$ cat config.mk
export PLATFORM = sky130hd
export DESIGN_NAME = mem_wb_ctrl
export DESIGN_NICKNAME = d
export VERILOG_FILES = /design/src/rtl/mem_wb_ctrl.sv
export SDC_FILE = /design/constraint.sdc
export NUM_CORES = 1
export LEC_CHECK = 0
export CAP_MARGIN = 20
export CORE_MARGIN = 3
export CORE_UTILIZATION = 40
export CTS_BUF_LIST = sky130_fd_sc_hd__clkbuf_2
export DETAILED_ROUTE_END_ITERATION = 10
export HOLD_SLACK_MARGIN = 0.05
export PLACE_DENSITY = 0.86
export SLEW_MARGIN = 0
export SYNTH_ARGS = -nofsm -noshare
export SYNTH_HDL_FRONTEND = slang
export SYNTH_SLANG_ARGS = --single-unit
$ cat constraint.sdc
create_clock -name clk_i -period 4.8 [get_ports clk_i]
set_clock_uncertainty 0.2 [all_clocks]
set_input_delay 0.96 -clock clk_i [delete_from_list [all_inputs] [get_ports clk_i]]
set_output_delay 0.96 -clock clk_i [all_outputs]
set_load 0.02 [all_outputs]
$ cat src/rtl/mem_wb_ctrl.sv
// MEM/WB stage controller: issues data-memory accesses for loads/stores, stalls EX while
// an access is outstanding, and registers the writeback fields for the register file.
module mem_wb_ctrl #(
  parameter int unsigned TIMEOUT = 16
) (
  input  logic        clk_i,
  input  logic        rst_i,
  input  logic        ex_valid_i,
  input  logic        ex_rmem_i,
  input  logic        ex_wmem_i,
  input  logic        ex_wreg_i,
  input  logic [4:0]  ex_rn_i,
  input  logic [31:0] ex_alu_i,
  input  logic [31:0] ex_sd_i,
  output logic        stall_o,
  output logic        mem_req_o,
  output logic        mem_we_o,
  output logic [31:0] mem_addr_o,
  output logic [31:0] mem_wdata_o,
  input  logic [31:0] mem_rdata_i,
  input  logic        mem_ack_i,
  output logic        wb_we_o,
  output logic [4:0]  wb_rn_o,
  output logic [31:0] wb_r_o,
  output logic [31:0] wb_di_o,
  output logic        wb_m2reg_o,
  output logic        err_o
);

  typedef enum logic {StIdle, StAccess} state_e;

  localparam logic [7:0] CntLast = 8'(TIMEOUT - 1);

  state_e      state_q, state_d;
  logic [7:0]  cnt_q, cnt_d;
  logic        mem_req_q, mem_req_d;
  logic        mem_we_q, mem_we_d;
  logic [31:0] mem_addr_q, mem_addr_d;
  logic [31:0] mem_wdata_q, mem_wdata_d;
  logic        wb_we_q, wb_we_d;
  logic [4:0]  wb_rn_q, wb_rn_d;
  logic [31:0] wb_r_q, wb_r_d;
  logic [31:0] wb_di_q, wb_di_d;
  logic        wb_m2reg_q, wb_m2reg_d;
  logic        err_q, err_d;
  logic        stall;

  logic mem_op, aligned, issue, cnt_last;

  assign mem_op   = ex_rmem_i | ex_wmem_i;
  assign aligned  = (ex_alu_i[1:0] == 2'b00);
  assign issue    = ex_valid_i & mem_op & aligned;
  assign cnt_last = (cnt_q == CntLast);

  // State register
  always_ff @(posedge clk_i or posedge rst_i) begin
    if (rst_i) begin
      state_q <= StIdle;
      cnt_q   <= '0;
    end else begin
      state_q <= state_d;
      cnt_q   <= cnt_d;
    end
  end

  // Next-state and access counter
  always_comb begin
    state_d = state_q;
    cnt_d   = cnt_q;
    unique case (state_q)
      StIdle: begin
        cnt_d = '0;
        if (issue) state_d = StAccess;
      end
      StAccess: begin
        if (mem_ack_i || cnt_last) begin
          state_d = StIdle;
          cnt_d   = '0;
        end else begin
          cnt_d = cnt_q + 8'd1;
        end
      end
      default: state_d = StIdle;
    endcase
  end

  // Outputs and registered memory/writeback fields
  always_comb begin
    stall       = 1'b0;
    err_d       = 1'b0;
    mem_req_d   = mem_req_q;
    mem_we_d    = mem_we_q;
    mem_addr_d  = mem_addr_q;
    mem_wdata_d = mem_wdata_q;
    wb_we_d     = wb_we_q;
    wb_rn_d     = wb_rn_q;
    wb_r_d      = wb_r_q;
    wb_di_d     = wb_di_q;
    wb_m2reg_d  = wb_m2reg_q;
    unique case (state_q)
      StIdle: begin
        if (!ex_valid_i) begin
          wb_we_d = 1'b0;
        end else if (!mem_op) begin
          wb_we_d    = ex_wreg_i;
          wb_rn_d    = ex_rn_i;
          wb_r_d     = ex_alu_i;
          wb_m2reg_d = 1'b0;
        end else if (!aligned) begin
          wb_we_d = 1'b0;
          err_d   = 1'b1;
        end else begin
          stall       = 1'b1;
          mem_req_d   = 1'b1;
          mem_we_d    = ex_wmem_i;
          mem_addr_d  = ex_alu_i;
          mem_wdata_d = ex_sd_i;
          wb_we_d     = 1'b0;
        end
      end
      StAccess: begin
        wb_we_d = 1'b0;
        // Ack takes priority over the timeout in the same cycle
        if (mem_ack_i) begin
          mem_req_d  = 1'b0;
          mem_we_d   = 1'b0;
          wb_di_d    = mem_rdata_i;
          wb_r_d     = mem_addr_q;
          wb_rn_d    = ex_rn_i;
          wb_we_d    = ~mem_we_q & ex_wreg_i;
          wb_m2reg_d = ~mem_we_q;
        end else if (cnt_last) begin
          mem_req_d = 1'b0;
          mem_we_d  = 1'b0;
          err_d     = 1'b1;
        end else begin
          stall = 1'b1;
        end
      end
      default: ;
    endcase
  end

  always_ff @(posedge clk_i or posedge rst_i) begin
    if (rst_i) begin
      mem_req_q   <= 1'b0;
      mem_we_q    <= 1'b0;
      mem_addr_q  <= '0;
      mem_wdata_q <= '0;
      wb_we_q     <= 1'b0;
      wb_rn_q     <= '0;
      wb_r_q      <= '0;
      wb_di_q     <= '0;
      wb_m2reg_q  <= 1'b0;
      err_q       <= 1'b0;
    end else begin
      mem_req_q   <= mem_req_d;
      mem_we_q    <= mem_we_d;
      mem_addr_q  <= mem_addr_d;
      mem_wdata_q <= mem_wdata_d;
      wb_we_q     <= wb_we_d;
      wb_rn_q     <= wb_rn_d;
      wb_r_q      <= wb_r_d;
      wb_di_q     <= wb_di_d;
      wb_m2reg_q  <= wb_m2reg_d;
      err_q       <= err_d;
    end
  end

  // Stall is combinational, so it is masked directly while reset is held
  assign stall_o     = stall & ~rst_i;
  assign mem_req_o   = mem_req_q;
  assign mem_we_o    = mem_we_q;
  assign mem_addr_o  = mem_addr_q;
  assign mem_wdata_o = mem_wdata_q;
  assign wb_we_o     = wb_we_q;
  assign wb_rn_o     = wb_rn_q;
  assign wb_r_o      = wb_r_q;
  assign wb_di_o     = wb_di_q;
  assign wb_m2reg_o  = wb_m2reg_q;
  assign err_o       = err_q;

endmodule

-- Yosys cells after proc, flatten, opt, wreduce, memory -nomap -nowiden
Index checks and enable logic that the tools add are counted.
- logic and storage cells: 77
- bits in registers: 147
- output and inout port bits: 139
- bits of input ports: 108
- bitwise logic cells: 8
- reduce and logical (&&, ||, !) cells: 6
- muxes and demuxes: 43
- add/subtract/negate cells: 1
- eq/ne operators: 7
- operators with widths (kind ; number):
    $mux W32 ; 3
    $pmux W32 S2 ; 1
    $mux W1 ; 26
    $pmux W8 S2 ; 1
    $mux W5 ; 3
    $pmux W1 S2 ; 7
    $ne A2 B2 Y1 const B ; 5
    $pmux W5 S2 ; 1
    $add A8 B1 Y8 const B ; 1
    $eq A8 B4 Y1 const B ; 1
    $mux W8 ; 1
    $reduce_and A4 Y1 ; 2
    $and A1 B1 Y1 ; 4
    $ne A3 B2 Y1 const B ; 1
    $not A1 Y1 ; 3
    $reduce_and A3 Y1 ; 1
    $logic_not A2 Y1 ; 1
    $reduce_and A2 Y1 ; 1
    $logic_or A1 B1 Y1 ; 1
    $or A1 B1 Y1 ; 1

-- Depth between registers and ports, before layout
Gate-level depths: netlist of run 1.
- depth after elaboration: 6
- depth in mapped cells: 6
- depth with buffers taken out: 4

-- Worst setup path before layout of run 1
No wires, ideal clock.
- kind: input -> output
- start point: input ex_alu_i[1]
- end point: output stall_o
- arrival: 1.832 ns
- path buffers: 1
- stages: 4
- setup slack: 1.808 ns
- required time: 3.640 ns
- cell sequence: nor2_1 > nand3b_1 > buf_2 > a21oi_1
- word-level cells in the longest chain between the ends: 6
- ends and longest elaborated chain (what ; line ; RTL):
    start, declared ; 13 ; input logic [31:0] ex_alu_i,
    $logic_not A2 Y1 ; 51 ; assign aligned = (ex_alu_i[1:0] == 2'b00);
    $mux W1 ; 109 ; end else if (!aligned) begin
    $mux W1 ; 104 ; end else if (!mem_op) begin
    $mux W1 ; 102 ; if (!ex_valid_i) begin
    $pmux W1 S2 ; 100 ; unique case (state_q)
    $and A1 B1 Y1 ; 171 ; assign stall_o = stall & ~rst_i;
    end, declared ; 15 ; output logic stall_o,
No other way between the ends.

-- Final worst setup path of run 1
- start point: register cnt_q[4]
- end point: output stall_o
- word-level cells in the longest chain between the ends: 5
- ends and longest elaborated chain (what ; line ; RTL):
    start, declared ; 35 ; logic [7:0] cnt_q, cnt_d;
    start signal, assigned ; 62 ; cnt_q <= cnt_d;
    $eq A8 B4 Y1 ; 53 ; assign cnt_last = (cnt_q == CntLast);
    $mux W1 ; 132 ; end else if (cnt_last) begin
    $mux W1 ; 124 ; if (mem_ack_i) begin
    $pmux W1 S2 ; 100 ;
    $and A1 B1 Y1 ; 171 ;
No other way between the ends.

==> results of run 1 <==
==> state kept, by name, summed over array words and instances (netlist names), 5 cells and up <==
register and count:
mem_addr_o 32, mem_wdata_o 32, wb_di_o 32, wb_r_o 32, cnt_q 8, wb_rn_o 5
==> final cells by class <==
| cell class | instances | area (µm²) | area share |
|---|---|---|---|
| Sequential cell | 147 | 3680 | 0.408 |
| Inverter | 5 | 22.5 | 0.00250 |
| Tap cell | 184 | 230 | 0.0256 |
| Clock buffer | 18 | 90.1 | 0.0100 |
| Timing Repair Buffer | 253 | 2530 | 0.281 |
| Clock inverter | 14 | 164 | 0.0182 |
| Multi-Input combinational cell | 214 | 2290 | 0.255 |
==> cells in the final DEF (no fill, tap or decap), types with 2 or more instances in the layout <==
| cell type | count |
|---|---|
| nor2_1 | 5 |
| buf_4 | 6 |
| nand3_1 | 3 |
| and2_1 | 3 |
| or3_1 | 4 |
| clkinv_2 | 3 |
| clkbuf_2 | 18 |
| dfrtp_1 | 147 |
| mux2_4 | 29 |
| bufinv_16 | 3 |
| a21o_1 | 2 |
| nand2b_1 | 2 |
| mux2_2 | 134 |
| clkinvlp_4 | 2 |
| a21oi_1 | 5 |
| o21ai_0 | 3 |
| inv_1 | 4 |
| o2bb2ai_1 | 2 |
| clkdlybuf4s50_1 | 246 |
| clkinv_4 | 5 |
| nand4_1 | 2 |
| nand2_1 | 4 |
| clkinv_1 | 2 |
==> stage by stage <==
stage	hold WS (ns)	worst slack (ns)
finish	0.331	0.849
global placement	0.286	0.918
floorplan	0.275	1.79
detailed placement	0.293	0.869
CTS	0.336	0.764
global route	0.352	0.603
==> routing by layer <==
| metal | GRT usage | share of wire | routed length [µm] |
|---|---|---|---|
| met3 | 0.0866 | 0.11 | 1660 |
| met1 | 0.220 | 0.38 | 6020 |
| met4 | 0.0562 | 0.013 | 204 |
| met5 | 0 | 0 | 0 |
| met2 | 0.316 | 0.50 | 7770 |
==> where the power goes <==
| part | switching (mW) | total [mW] | internal [mW] | leakage [nW] |
|---|---|---|---|---|
| logic | 0.700 | 1.57 | 0.868 | 1.86 |
| clock network | 0.452 | 0.742 | 0.290 | 0.153 |
| registers | 0.177 | 1.71 | 1.53 | 1.78 |
==> critical path: stages, from the launching register on <==
cell and delay (ns):
dfrtp_1 0.47, nor4_1 0.67, a21o_1 0.32, a21oi_1 0.10, clkdlybuf4s50_1 0.54
==> worst max-delay path by stage <==
stage | slack (ns) | depth (start not counted) | end
2_1_floorplan | 1.79 | 1 | cnt_q[0]
3_3_place_gp | 0.92 | 5 | stall_o
3_5_place_dp | 0.87 | 5 | stall_o
4_1_cts | 0.76 | 4 | stall_o
5_1_grt | 0.60 | 4 | stall_o
6_report | 0.85 | 4 | stall_o
==> cell families (layout without fill, tap and decap cells) <==
group / count (synthesis) / in the layout / synth area share
DFF: 147 / 147 / 0.604
AOI/OAI and AO/OA: 19 / 19 / 0.0216
muxes: 163 / 163 / 0.319
adders and majority gates: 1 / 1 / 0.00205
and+or+nand+nor: 30 / 30 / 0.0306
buffers and inverters: 22 / 290 / 0.0212
xor gates and xnor gates: 1 / 1 / 0.00144
==> results.cfg, run 1 <==
[synth]
synth_largest_area_cell = dfrtp_1
ys.flop_type = dfrtp_1
synth_top_area_share = 0.604
syn-num-nets = 492
synth_most_common_cell = dfrtp_1
synthCells = 383
syn_area_per_cell_um2 = 15.9
ys_top_cells_by_count = dfrtp_1, mux2_2, mux2_4
synthArstFlopShare = 1.00
synth-seq-area-share = 0.604
yosys-top-cells-area = dfrtp_1, mux2_2, mux2_4, buf_6, buf_2
ys.warnings.count = 0
netlist_area_um2 = 6090
synth.distinct_cells = 36
synth_edf_count = 0
ys_seq_elements = 147

[power]
power_mw = 4.02
vdd_drop_max_mv = 0.244
power.density_nw_per_um2 = 446
leakage_nw = 3.79

[clock_tree]
cts_max_path_buffers = 2
cts-root-buf = clkbuf_2
ctsResizeCount = 0
clkLatencyLatePin_ns = 0.70
cts_tree = built
clk_pin_slew_ns = 0.20
cts_hold_buf = 0
cts_setup_buffers = 0
cts_max_level = 4
cts_num_sinks = 147
cts_buffers = 17

[setup_path]
crit_required_ns = 3.64
start_kind = flip-flop
crit_path_end_kind = output port
rrSetupSlack_ns = 2.51
crit_fanout = 6
reg2reg_from = state_q
startpoint = cnt_q[4]
cp.arrival_ns = 2.79
r2r-end = mem_wdata_o[28]
crit_type = reg -> out
rr_worst_depth = 4

[place]
globalplace.congestion = 0.747
hpwl_um = 11400
dp.cells = 803
io_buffer_count = 246
post_dp_cell_area_um2 = 8750

[floorplan]
die_area_um2 = 16700
rows = 44
initial_utilization = 0.414
die_x_um = 129
core-area_um2 = 14700
ios = 247
die_height_um = 129

[drt]
routed_wl_um = 15700
drc = 0
post_drt_wl_per_cell_um = 18.8
drtAntennaViolNets = 0
drtIter0Drc = 139
firstDrtPassIters = 6
viasPerCell = 4.97
vias = 4146

[sta]
maxSlewViolCount = 0
rsz0062_at_grt = false
fin_tns_setup_ns = 0
setup_viol = 0
worstMarginPinSlew_ns = 0.733
max-slew-margin-rel = 0.507
fmax_ghz = 0.253
finalCritPeriodShare = 0.823
final-hold-violation-count = 0
post-route-min-period_ns = 3.95

[cells_and_area]
area_growth_pct = 47.9
drive_gt1_frac = 0.315
fill_cells = 1089
num_antenna_cells = 0
design_area_um2 = 9010
final_util = 0.613
num-nets-final = 747
instances_no_fill = 835

[global_routing]
grt_pass1_wl_um = 24400
antenna_found_initial = 0
track_usage = 0.189
overflow = 0
grt_pass1_vias = 4532
grt_max_degree = 89

[hold_path]
hold_end = wb_r_o[23]
hold_class = reg -> reg
hold_path.startpoint = wb_r_o[23]
hold_depth = 1

[run]
maxCapViolations = 0

[outcome]
status = completed
No activity file was read; power rests on OpenSTA's default activity.
==> run 2, diff against run 1 <==
==> constraint.sdc (replaced) <==
create_clock -name clk_i -period 3.45 [get_ports clk_i]
set_clock_uncertainty 0.2 [all_clocks]
set_input_delay 0.69 -clock clk_i [delete_from_list [all_inputs] [get_ports clk_i]]
set_output_delay 0.69 -clock clk_i [all_outputs]
set_load 0.02 [all_outputs]
==> results.cfg, run 2 (same netlist as run 1, synthesis figures left out) <==
[place]
pre_cts_slack_ns = 0.187
globalplace.congestion = 0.758
post_dp_cell_area_um2 = 8830
dp.cells = 811
hpwl_um = 11300
io_buffer_count = 246

[sta]
setup_viol = 0
layout_setup_ws_ns = 0.248
fin_tns_setup_ns = 0
post-route-min-period_ns = 3.20
hold-worst-slack_ns = 0.263
worstMarginPinSlew_ns = 0.724
maxSlewViolCount = 0
rsz0062_at_grt = false
max-slew-margin-rel = 0.518
fmax_ghz = 0.312
final-hold-violation-count = 0
finalCritPeriodShare = 0.928

[floorplan]
rows = 44
die_area_um2 = 16700
ios = 247
die_height_um = 129
initial_utilization = 0.414
die_x_um = 129
core-area_um2 = 14700

[setup_path]
r2r-end = mem_wdata_o[27]
crit_type = reg -> out
startpoint = cnt_q[0]
rrSetupSlack_ns = 1.12
start_kind = flip-flop
crit_path_end_kind = output port
crit_required_ns = 2.56
crit_fanout = 5
crit_end = stall_o
reg2reg_from = state_q
cp.arrival_ns = 2.31
rr_worst_depth = 5

[clock_tree]
clkLatencyLatePin_ns = 0.70
cts_max_level = 4
cts-root-buf = clkbuf_2
cts_tree = built
cts_setup_buffers = 0
cts_max_path_buffers = 2
cts_buffers = 17
cts_num_sinks = 147
clk_pin_slew_ns = 0.21
cts_hold_buf = 0

[global_routing]
antenna_found_initial = 0
grt_pass1_vias = 4695
grt_pass1_wl_um = 24300
grt_max_degree = 90
overflow = 0
track_usage = 0.189

[power]
switching_share = 0.324
vdd_drop_max_mv = 0.411
leakage_nw = 3.84
power.density_nw_per_um2 = 621
p_clk_frac = 0.192
internal_power_mw = 3.82
pwr-share-seq = 0.420
combPwrFrac = 0.387
power_mw = 5.65
power_switching_mw = 1.83

[cells_and_area]
instances_no_fill = 843
seq_area_um2 = 3680
num_antenna_cells = 0
final_util = 0.619
design_area_um2 = 9100
layout_common_cells = clkdlybuf4s50_1, dfrtp_1, mux2_2
layout_commonest_cell = clkdlybuf4s50_1
drive_gt1_frac = 0.322
multi_input_area_um2 = 2290
fill_cells = 1124
num-nets-final = 755
area_growth_pct = 49.4

[drt]
drtIter0Drc = 94
drtAntennaViolNets = 0
vias = 4174
drc = 0
firstDrtPassIters = 4
routed_wl_um = 15700
viasPerCell = 4.95
post_drt_wl_per_cell_um = 18.6

[hold_path]
hold_class = in -> async

[run]
maxCapViolations = 0

[outcome]
status = completed
-- run 2: cell types whose count changed in the layout (fill, tap and decap cells not counted), sizes merged --
cell / before / now
clkinv: 10 / 9
dlygate4sd2: 0 / 1
clkbuf: 18 / 17
bufinv: 3 / 4
clkdlybuf4s50: 246 / 245
buf: 7 / 15
inv: 4 / 5
-- run 2: what timing repair did --
action / 4_1_cts / 5_1_grt
hold endpoints to repair: 0 / 0
endpoints found under the setup margin: 1 / 0
resized for setup: 1 / 0
-- run 2: critical path, cell delays in order, from the launching register on --
cell and delay (ns):
dfrtp_1 0.47, ha_1 0.27, and3_1 0.23, a21o_1 0.18, a21oi_1 0.13, dlygate4sd2_1 0.35
-- run 2: power by group through the flow --
stage	Sequential (mW)	Clock [mW]	Combinational, mW
2_1_floorplan	2.90	0	0.550
3_3_place_gp	2.38	0	2.18
3_5_place_dp	2.41	0	2.21
4_1_cts	2.38	1.14	2.22
5_1_grt	2.43	1.21	2.31
6_report	2.37	1.09	2.19
-- run 2: how the worst min path moves through the flow --
stage	slack [ns]	to	start
final	0.26	cnt_q[7]	rst_i
after global routing	0.20	cnt_q[7]	rst_i
after CTS	0.22	cnt_q[7]	rst_i
after detailed placement	0.29	wb_m2reg_o	wb_m2reg_o
after global placement	0.28	wb_m2reg_o	wb_m2reg_o
after floorplan	0.27	cnt_q[0]	cnt_q[0]
-- run 2: per-layer routing --
metal	part of all wire	global-route usage	vias up
li1	-	-	1891
met1	0.38	0.211	2094
met2	0.51	0.325	175
met3	0.10	0.0936	14
met4	0.010	0.0457	0
met5	0	0	-
-- run 2: area by class of cell --
cell class                      instances  share of cell area
Clock buffer                           17             0.00935
Clock inverter                         15              0.0208
Inverter                                5             0.00248
Multi-Input combinational cell        214               0.252
Sequential cell                       147               0.404
Tap cell                              184              0.0253
Timing Repair Buffer                  261               0.286
==> run 3, diff against run 2 <==
--- a/config.mk
+++ b/config.mk
@@ -6,7 +6,7 @@
 export NUM_CORES = 1
 export LEC_CHECK = 0
 export CAP_MARGIN = 20
-export CORE_MARGIN = 3
+export CORE_MARGIN = 5
 export CORE_UTILIZATION = 40
 export CTS_BUF_LIST = sky130_fd_sc_hd__clkbuf_2
 export DETAILED_ROUTE_END_ITERATION = 10
==> results.cfg, run 3 (same netlist as run 1, synthesis figures left out) <==
[outcome]
status = completed

[cells_and_area]
num_antenna_cells = 0
drive_gt1_frac = 0.320
num-nets-final = 752
layout_common_cells = clkdlybuf4s50_1, dfrtp_1, mux2_2
layout_commonest_cell = clkdlybuf4s50_1
instances_no_fill = 844
area_growth_pct = 48.3
final_util = 0.599

[sta]
final-hold-violation-count = 0
maxSlewViolCount = 0
setup_viol = 0
worstMarginPinSlew_ns = 0.611
fin_tns_setup_ns = 0
rsz0062_at_grt = false
fmax_ghz = 0.313
finalCritPeriodShare = 0.925
max-slew-margin-rel = 0.592
post-route-min-period_ns = 3.19

[clock_tree]
cts_buffers = 17
cts_max_path_buffers = 2
cts-root-buf = clkbuf_2
clkLatencyLatePin_ns = 0.67
cts_num_sinks = 147
clk_pin_slew_ns = 0.19
cts_tree = built
cts_max_level = 4
cts_setup_buffers = 0

[setup_path]
crit_type = reg -> out
crit_fanout = 5
cp.arrival_ns = 2.30
crit_required_ns = 2.56
rrSetupSlack_ns = 1.09
crit_path_end_kind = output port
rr_worst_depth = 5
start_kind = flip-flop

[power]
leakage_nw = 3.80
vdd_drop_max_mv = 0.288
power.density_nw_per_um2 = 607

[floorplan]
core-area_um2 = 15100
die_area_um2 = 17800
ios = 247
initial_utilization = 0.404
die_x_um = 133
rows = 45
die_height_um = 133

[hold_path]
hold_class = in -> async

[drt]
firstDrtPassIters = 4
post_drt_wl_per_cell_um = 18.4
drtIter0Drc = 70
drtAntennaViolNets = 0
vias = 4137
routed_wl_um = 15500
drc = 0
viasPerCell = 4.90

[global_routing]
overflow = 0
grt_max_degree = 99
top_usage_layer = met2
grt_pass1_wl_um = 25200
track_usage = 0.180
use_met3 = 0.0657
antenna_found_initial = 0
grtUsageMet1 = 0.204
grt_pass1_vias = 4677
grtUsageMet2 = 0.310

[place]
io_buffer_count = 246
globalplace.congestion = 0.836
hpwl_um = 11600
dp.cells = 812

[run]
maxCapViolations = 0
## run 3: report_power, final
part / switching (mW) / internal (mW)
Sequential: 0.245 / 2.13
Combinational: 0.969 / 1.21
Clock: 0.605 / 0.323
Total: 1.82 / 3.67
## run 3: path summary, 6_finish.rpt
kind | from | end
min in group clk_i | wb_m2reg_o | wb_m2reg_o
worst min register to register | wb_m2reg_o | wb_m2reg_o
worst min-delay path | rst_i | state_q
worst max register to register | state_q | mem_wdata_o[27]
worst max-delay path | cnt_q[0] | stall_o
max in group asynchronous | rst_i | mem_addr_o[13]
## run 3: critical path, stage by stage, from the launching register on
cell	delay, ns
dfrtp_1	0.47
ha_1	0.27
and3_1	0.23
a21o_1	0.18
a21oi_1	0.14
dlygate4sd2_1	0.37
## run 3: per-layer routing
layer  routed length (µm)  share of wire
met1                 6150           0.40
met2                 7960           0.51
met5                    0              0
met3                 1140          0.074
met4                  257          0.017
## run 3: layout make-up
cell class | count | area (µm²)
clock buffer | 17 | 85.1
clock inverter | 15 | 141
fill | 1176 | 6060
inverter | 5 | 22.5
multi-input combinational | 214 | 2290
sequential | 147 | 3680
tap | 188 | 235
timing repair buffer | 258 | 2580
## run 3: timing repair
| action | CTS | global route |
|---|---|---|
| gates resized for setup | 1 | 0 |
| endpoints found under the setup margin | 1 | 0 |
| endpoints found under the hold margin | 0 | 0 |
| hold buffers | 0 | 0 |
## run 3: stage by stage
stage,cell area (µm²),total power [mW],hold WS [ns],setup WS [ns]
floorplan,6090,3.45,0.275,0.713
global placement,8810,4.56,0.283,0.187
detailed placement,8810,4.62,0.282,0.156
CTS,9030,5.58,0.251,0.138
global route,9030,5.79,0.255,0.0103
finish,9030,5.49,0.313,0.259
